File: src/rtl/axi2ahb_lite_bridge.sv
// AXI4-Lite slave to AHB-Lite master bridge: one outstanding single-beat transfer,
// write/read arbitration alternates when both are pending.
module axi2ahb_lite_bridge #(
    parameter logic [3:0] HPROT_VAL       = 4'b0011,
    parameter bit         ERR_ON_BAD_STRB = 1'b1
) (
    input  logic        core_clk_i,
    input  logic        core_rstn_i,
    input  logic [31:0] s_axi_awaddr,
    input  logic        s_axi_awvalid,
    output logic        s_axi_awready,
    input  logic [31:0] s_axi_wdata,
    input  logic [3:0]  s_axi_wstrb,
    input  logic        s_axi_wvalid,
    output logic        s_axi_wready,
    output logic [1:0]  s_axi_bresp,
    output logic        s_axi_bvalid,
    input  logic        s_axi_bready,
    input  logic [31:0] s_axi_araddr,
    input  logic        s_axi_arvalid,
    output logic        s_axi_arready,
    output logic [31:0] s_axi_rdata,
    output logic [1:0]  s_axi_rresp,
    output logic        s_axi_rvalid,
    input  logic        s_axi_rready,
    output logic [31:0] m_ahb_haddr,
    output logic [1:0]  m_ahb_htrans,
    output logic        m_ahb_hwrite,
    output logic [2:0]  m_ahb_hsize,
    output logic [2:0]  m_ahb_hburst,
    output logic [3:0]  m_ahb_hprot,
    output logic [31:0] m_ahb_hwdata,
    input  logic [31:0] m_ahb_hrdata,
    input  logic        m_ahb_hready,
    input  logic        m_ahb_hresp,
    output logic [1:0]  dbg_state
);

    localparam logic [1:0] ST_IDLE = 2'd0;
    localparam logic [1:0] ST_ADDR = 2'd1;
    localparam logic [1:0] ST_DATA = 2'd2;
    localparam logic [1:0] ST_RESP = 2'd3;

    // Handshake rule: every channel transfers on a cycle where valid && ready;
    // readies are only offered in IDLE, so at most one transaction is in flight.

    logic [1:0]  state;
    logic        is_write;
    logic        wr_next;
    logic        err_q;
    logic [31:0] haddr_q;
    logic        hwrite_q;
    logic [2:0]  hsize_q;
    logic [31:0] hwdata_q;
    logic [31:0] rdata_q;

    logic        idle_ok;
    logic        wr_pend;
    logic        grant_wr;
    logic        grant_rd;
    logic        strb_ok;
    logic        bad_strb;
    logic [2:0]  strb_size;
    logic [1:0]  strb_lsb;
    logic        unused_addr_bits;

    assign unused_addr_bits = ^{s_axi_awaddr[1:0], s_axi_araddr[1:0]};

    // Readies are masked during reset so nothing is offered while the FSM is held.
    assign idle_ok  = (state == ST_IDLE) && core_rstn_i;
    assign wr_pend  = s_axi_awvalid && s_axi_wvalid;
    assign grant_wr = idle_ok && wr_pend && (!s_axi_arvalid || wr_next);
    assign grant_rd = idle_ok && s_axi_arvalid && !grant_wr;

    always_comb begin
        strb_ok   = 1'b1;
        strb_size = 3'b010;
        strb_lsb  = 2'b00;
        case (s_axi_wstrb)
            4'b1111: ;
            4'b0011: strb_size = 3'b001;
            4'b1100: begin strb_size = 3'b001; strb_lsb = 2'b10; end
            4'b0001: begin strb_size = 3'b000; strb_lsb = 2'b00; end
            4'b0010: begin strb_size = 3'b000; strb_lsb = 2'b01; end
            4'b0100: begin strb_size = 3'b000; strb_lsb = 2'b10; end
            4'b1000: begin strb_size = 3'b000; strb_lsb = 2'b11; end
            default: strb_ok = 1'b0;
        endcase
    end

    // With the error check disabled, odd strobes fall back to a full-word write.
    assign bad_strb = !strb_ok && ERR_ON_BAD_STRB;

    always_ff @(posedge core_clk_i or negedge core_rstn_i) begin
        if (!core_rstn_i) begin
            state    <= ST_IDLE;
            is_write <= 1'b0;
            wr_next  <= 1'b1;
            err_q    <= 1'b0;
            haddr_q  <= 32'h0;
            hwrite_q <= 1'b0;
            hsize_q  <= 3'b010;
            hwdata_q <= 32'h0;
            rdata_q  <= 32'h0;
        end else begin
            case (state)
                ST_IDLE: begin
                    if (grant_wr) begin
                        is_write <= 1'b1;
                        wr_next  <= 1'b0;
                        haddr_q  <= {s_axi_awaddr[31:2], strb_lsb};
                        hsize_q  <= strb_size;
                        hwrite_q <= 1'b1;
                        hwdata_q <= s_axi_wdata;
                        err_q    <= bad_strb;
                        state    <= bad_strb ? ST_RESP : ST_ADDR;
                    end else if (grant_rd) begin
                        is_write <= 1'b0;
                        wr_next  <= 1'b1;
                        haddr_q  <= {s_axi_araddr[31:2], 2'b00};
                        hsize_q  <= 3'b010;
                        hwrite_q <= 1'b0;
                        err_q    <= 1'b0;
                        state    <= ST_ADDR;
                    end
                end
                ST_ADDR: begin
                    if (m_ahb_hready) state <= ST_DATA;
                end
                ST_DATA: begin
                    if (m_ahb_hready) begin
                        if (!is_write) rdata_q <= m_ahb_hrdata;
                        err_q <= m_ahb_hresp;
                        state <= ST_RESP;
                    end
                end
                default: begin
                    if (is_write ? s_axi_bready : s_axi_rready) state <= ST_IDLE;
                end
            endcase
        end
    end

    assign s_axi_awready = grant_wr;
    assign s_axi_wready  = grant_wr;
    assign s_axi_arready = grant_rd;

    assign s_axi_bvalid  = (state == ST_RESP) && is_write;
    assign s_axi_rvalid  = (state == ST_RESP) && !is_write;
    assign s_axi_bresp   = {err_q, 1'b0};
    assign s_axi_rresp   = {err_q, 1'b0};
    assign s_axi_rdata   = rdata_q;

    assign m_ahb_htrans  = (state == ST_ADDR) ? 2'b10 : 2'b00;
    assign m_ahb_haddr   = haddr_q;
    assign m_ahb_hwrite  = hwrite_q;
    assign m_ahb_hsize   = hsize_q;
    assign m_ahb_hburst  = 3'b000;
    assign m_ahb_hprot   = HPROT_VAL;
    assign m_ahb_hwdata  = hwdata_q;

    assign dbg_state     = state;

endmodule
File: config.mk
export PLATFORM = sky130hd
export DESIGN_NAME = axi2ahb_lite_bridge
export DESIGN_NICKNAME = d
export VERILOG_FILES = /design/src/rtl/axi2ahb_lite_bridge.sv
export SDC_FILE = /design/constraint.sdc
export NUM_CORES = 1
export LEC_CHECK = 0
export CAP_MARGIN = 20
export CORE_UTILIZATION = 38
export DETAILED_ROUTE_END_ITERATION = 8
export GPL_TIMING_DRIVEN = 0
export PLACE_DENSITY = 0.87
export SLEW_MARGIN = 0
export SYNTH_ARGS = -nofsm -noshare
export SYNTH_HDL_FRONTEND = slang
export SYNTH_SLANG_ARGS = --single-unit
File: constraint.sdc
create_clock -name core_clk_i -period 2.2 [get_ports core_clk_i]
set_input_delay 0.44 -clock core_clk_i [delete_from_list [all_inputs] [get_ports core_clk_i]]
set_output_delay 0.44 -clock core_clk_i [all_outputs]
set_load 0.05 [all_outputs]
* Yosys cells after proc, flatten, opt, wreduce, memory -nomap -nowiden
Index checks and enable logic that the tools add are counted. Widths: inputs -> output; s select.
Cells by class: add/subtract/negate cells 0, multipliers 0, div/mod/pow operators 0, order comparisons 0, eq/ne operators 13, shifts and indexed selects 0, muxes and demuxes 23, bitwise gates (word level) 1, reduce and logical (&&, ||, !) cells 26
Operators with widths (number):
- $mux 32 | 2
- $mux 2 | 7
- $eq 4x4->1 const B | 3
- $pmux 2 s3 | 2
- $eq 4x2->1 const B | 2
- $logic_and 1x1->1 | 8
- $mux 1 | 8
- $reduce_or 7->1 | 1
- $mux 3 | 2
- $reduce_and 3->1 | 2
- $eq 2x2->1 const B | 2
- $eq 4x1->1 const B | 1
- $eq 4x3->1 const B | 1
- $logic_not 1->1 | 4
- $ne 2x2->1 const B | 2
- $pmux 2 s2 | 1
- $reduce_and 2->1 | 2
- $reduce_and 4->1 | 1
- $reduce_bool 2->1 | 2
- $reduce_bool 4->1 | 1
- $reduce_or 2->1 | 2
- $reduce_or 4->1 | 1
- $ne 3x3->1 const B | 1
- $eq 2x1->1 const B | 1
- 4 further kinds | 4
Word-level totals: bits in registers 104, latch bits 0, bits in writable memories 0, memory bits (read-only) 0, output and inout port bits 120, logic and storage cells 71, memories kept 0

* Longest topological paths before layout
depth after elaboration 9, mapped depth 9, depth with buffers taken out 6

* Worst setup path before layout
OpenSTA, ideal clock, no wires.
kind reg-to-output, from reg state[0], in the netlist dbg_state[0], to out s_axi_wready, arrival 2086 ps, data required time 1760 ps, path slack -326 ps, stages on the path, launching flop included 9, cell sequence dfrtp_1 > inv_1 > ha_1 > buf_4 > nand2_2 > nor3_4 > buf_6 > buf_2 > buf_4
On the way: cells in the longest elaborated chain, start to end 4
Ends and longest elaborated chain:
- start: declaration | RTL line 47 | logic [1:0] state;
- start signal: assignment | RTL line 116 | state <= bad_strb ? ST_RESP : ST_ADDR;
- $logic_not 2->1 | RTL line 70 | assign idle_ok = (state == ST_IDLE) && core_rstn_i;
- $logic_and 1x1->1 | RTL line 70
- $logic_and 1x1->1 (2 in a row) | RTL line 72 | assign grant_wr = idle_ok && wr_pend && (!s_axi_arvalid || wr_next);
- end: declaration | RTL line 15 | output logic s_axi_wready,
No other way between the ends.

* Final worst setup path
from in s_axi_arvalid, to out s_axi_wready
On the way: cells in the longest elaborated chain, start to end 3
Ends and longest elaborated chain:
- start: declaration | RTL line 20 | input logic s_axi_arvalid,
- $logic_not 1->1 | RTL line 72
- $logic_or 1x1->1 | RTL line 72
- $logic_and 1x1->1 | RTL line 72
No other way between the ends.

==> results.toml <==
[power]
ir_drop_mv = 1.12
switching_share = 0.471
cellPowerDensity_nw_per_um2 = 1620
p_leak_nw = 3.48
switchingPower_mw = 5.90
combinationalPowerShare = 0.601
p_clk_frac = 0.132
p_int_mw = 6.62
seq_power_share = 0.267

[timing]
hold_viol_final = 0
tightestPinTransition_ps = 539
timing.final.crit_share = 1.01
layout_min_cycle_time_ps = 2220
fmax_mhz = 451
setup_viol = 1
slew_viol_final = 0
finalClockSkew_ps = 3.88
slew_headroom = 0.640
rsz0062_at_grt = "yes"
fin_ws_ps = -16.0

[global_routing]
antenna_found_initial = 0
grt_use_met1 = 0.242
busiest_layer = "met2"
overflow = 0
grt_pass1_wl_mm = 21.4
grt_pass1_vias = 4213
grt_max_degree = 55
grt_use_met3 = 0.0585
grtUsageTotal = 0.221
use_met2 = 0.405

[floorplanning]
core_region_area_um2 = 11500
chipWidth_um = 111
io_pins = 261
initial_core_util = 0.392
die-height_um = 111
die-area_um2 = 12300
rows = 39

[cells_and_area]
drive_gt1_frac = 0.227
nets = 780
final_common_cell = "clkdlybuf4s50_1"
final_util = 0.673
antenna_cells = 0
mostFrequentLayoutCells = "236 x clkdlybuf4s50_1, 101 x dfrtp_1, 64 x mux2_2"
syn_to_final_growth_pct = 71.7
layout.cells.non_filler = 782
fillCellCount = 871

[drt]
viasPerCell = 4.90
initialDrtViolationCount = 119
drt-total-wl_mm = 13.6
wl_per_cell_um = 17.4
remaining_drc_errors = 0
drtPass1Iterations = 4
via_count = 3835
drtAntennaViolNets = 0

[placement]
gp_congestion = 0.797
hpwl_mm = 10.3
dp.cells = 749
io_buffers = 245
dp_slack_ps = -1120

[synthesis]
ys_seq_area_frac = 0.574
synth-warning-count = 0
netlist_area_um2 = 4500
synth.distinct_cells = 37
synth_area_per_cell_um2 = 12.8
synth_seq_cells = 103
synth_cells = 351

[worst_setup_path]
crit_arrival_ps = 1780
timing.critical_path.buf_inv = 4
crit_slowest_cell = "clkdlybuf4s50_1"
critPathMaxStageDelay_ps = 510
required_ps = 1760
cp_top_family = "buffers and inverters"
crit_type = "in -> out"
end_kind = "output port"
crit_fanout = 4
worstPathCellList = "clkdlybuf4s50_1 > and2b_1 > nor3_4 > buf_12 > buf_6 > buf_8"
start_kind = "input pin"

[clock_network]
cts.clk_slew.worst_paths_ps = 70
clock_sinks = 103
htreeDepth = 3
clock-root-buffer = "clkbuf_16"
cts_buffer_depth = 2
cts_hold_repair.buffers = 0
clock_latency_ps = 330
cts_made_buffers = 9
cts_tree = "yes"

[outcome]
status = "finished, violations left"
violations = "negative setup slack"

[min_path]
min_path_type = "in -> async"

[job]
drv_cap = 0
## routing by layer
metal | routed length, um | share of wire
met5 | 0 | 0
met2 | 7250 | 0.53
met4 | 351 | 0.026
met3 | 955 | 0.070
met1 | 5030 | 0.37
## per-stage QoR
| step | power [mW] | instance area (um^2) | hold WS [ps] | setup TNS (ps) |
|---|---|---|---|---|
| global placement | 10.5 | 7170 | 449 | -594070 |
| finish | 12.5 | 7720 | 59.3 | -16.0 |
| global route | 13.0 | 7720 | 77.1 | -459 |
| CTS | 12.5 | 7620 | 172 | -108 |
| detailed placement | 10.7 | 7190 | 450 | -10040 |
| floorplan | 8.03 | 4530 | 144 | -196 |
## cell type report
class	instances	area, um^2	share of cell area
timing repair buffer	264	2650	0.343
sequential	103	2580	0.334
multi-input combinational	221	1750	0.227
clock buffer	13	270	0.0350
buffer	31	233	0.0302
tap	143	179	0.0232
clock inverter	3	40.0	0.00519
inverter	4	15.0	0.00195
## path summary, 6_finish.rpt
| kind | end | cells past startpoint | slack (ps) | from |
|---|---|---|---|---|
| setup / recovery | s_axi_wready | 6 | -20 | s_axi_arvalid |
| hold / removal | s_axi_rdata[13] | 1 | 60 | core_rstn_i |
| setup reg to reg | m_ahb_hwdata[16] | 10 | 100 | dbg_state[1] |
| hold reg to reg | wr_next | 2 | 460 | wr_next |
| max in group asynchronous | m_ahb_hwdata[19] | 2 | 1500 | core_rstn_i |
| min in group core_clk_i | wr_next | 2 | 460 | wr_next |
## sequential cells by signal, summed over array words and instances, names as in the netlist
name / count
m_ahb_hwdata: 32
err_q: 1
m_ahb_hwrite: 1
dbg_state: 2
m_ahb_hsize: 2
m_ahb_haddr: 32
s_axi_rdata: 32
wr_next: 1
## cells in the mapped netlist, drive strengths merged
library cell | count | area [um^2]
dfrtp | 101 | 2530
mux2 | 64 | 721
nand2 | 38 | 145
mux2i | 32 | 320
o21ai | 32 | 160
buf | 30 | 209
nor2 | 10 | 37.5
ha | 5 | 62.6
a221o | 4 | 40.0
inv | 4 | 15.0
and2 | 3 | 18.8
nand3 | 3 | 20.0
clkbuf | 2 | 7.51
conb | 2 | 7.51
dfstp | 2 | 52.6
nor2b | 2 | 12.5
nor3 | 2 | 21.3
a21o | 1 | 7.51
a21oi | 1 | 5.00
a221oi | 1 | 8.76
a22oi | 1 | 7.51
a31o | 1 | 8.76
a31oi | 1 | 6.26
a32oi | 1 | 8.76
a41oi | 1 | 8.76
and2b | 1 | 7.51
and3 | 1 | 6.26
nand3b | 1 | 7.51
nand4 | 1 | 6.26
o21bai | 1 | 7.51
o31ai | 1 | 12.5
xnor2 | 1 | 8.76
## power groups by stage
| stage | registers, mW | logic, mW | clock network (mW) |
|---|---|---|---|
| 5_1_grt | 3.45 | 7.81 | 1.76 |
| 4_1_cts | 3.35 | 7.43 | 1.68 |
| 3_5_place_dp | 3.38 | 7.30 | 0 |
| 3_3_place_gp | 3.31 | 7.17 | 0 |
| 6_report | 3.34 | 7.53 | 1.65 |
| 2_1_floorplan | 6.48 | 1.55 | 0 |
## worst register-to-register path: cells and delay by family, from the launching register on
kind	cells	cell delay, ps
buf+inv	6	770
mux	1	360
fa+ha+maj	1	130
flops	1	420
simple gates	2	320
## logic make-up after synthesis
kind of cell | Yosys count | synth area share
AOI/OAI and AO/OA | 46 | 0.0626
adders and majority gates | 5 | 0.0139
DFF | 103 | 0.574
muxes | 96 | 0.232
buffers and inverters | 36 | 0.0515
and+or+nand+nor | 62 | 0.0629
xor gates and xnor gates | 1 | 0.00195
other | 2 | 0.00167
## timing repair
item,4_1_cts,5_1_grt
resized for setup,34,11
setup buffers,8,9
pin swaps,1,3
hold endpoints to repair,0,0
cloned,1,0
endpoints found under the setup margin,6,22
Note: power is estimated with default switching activity, not from simulation.
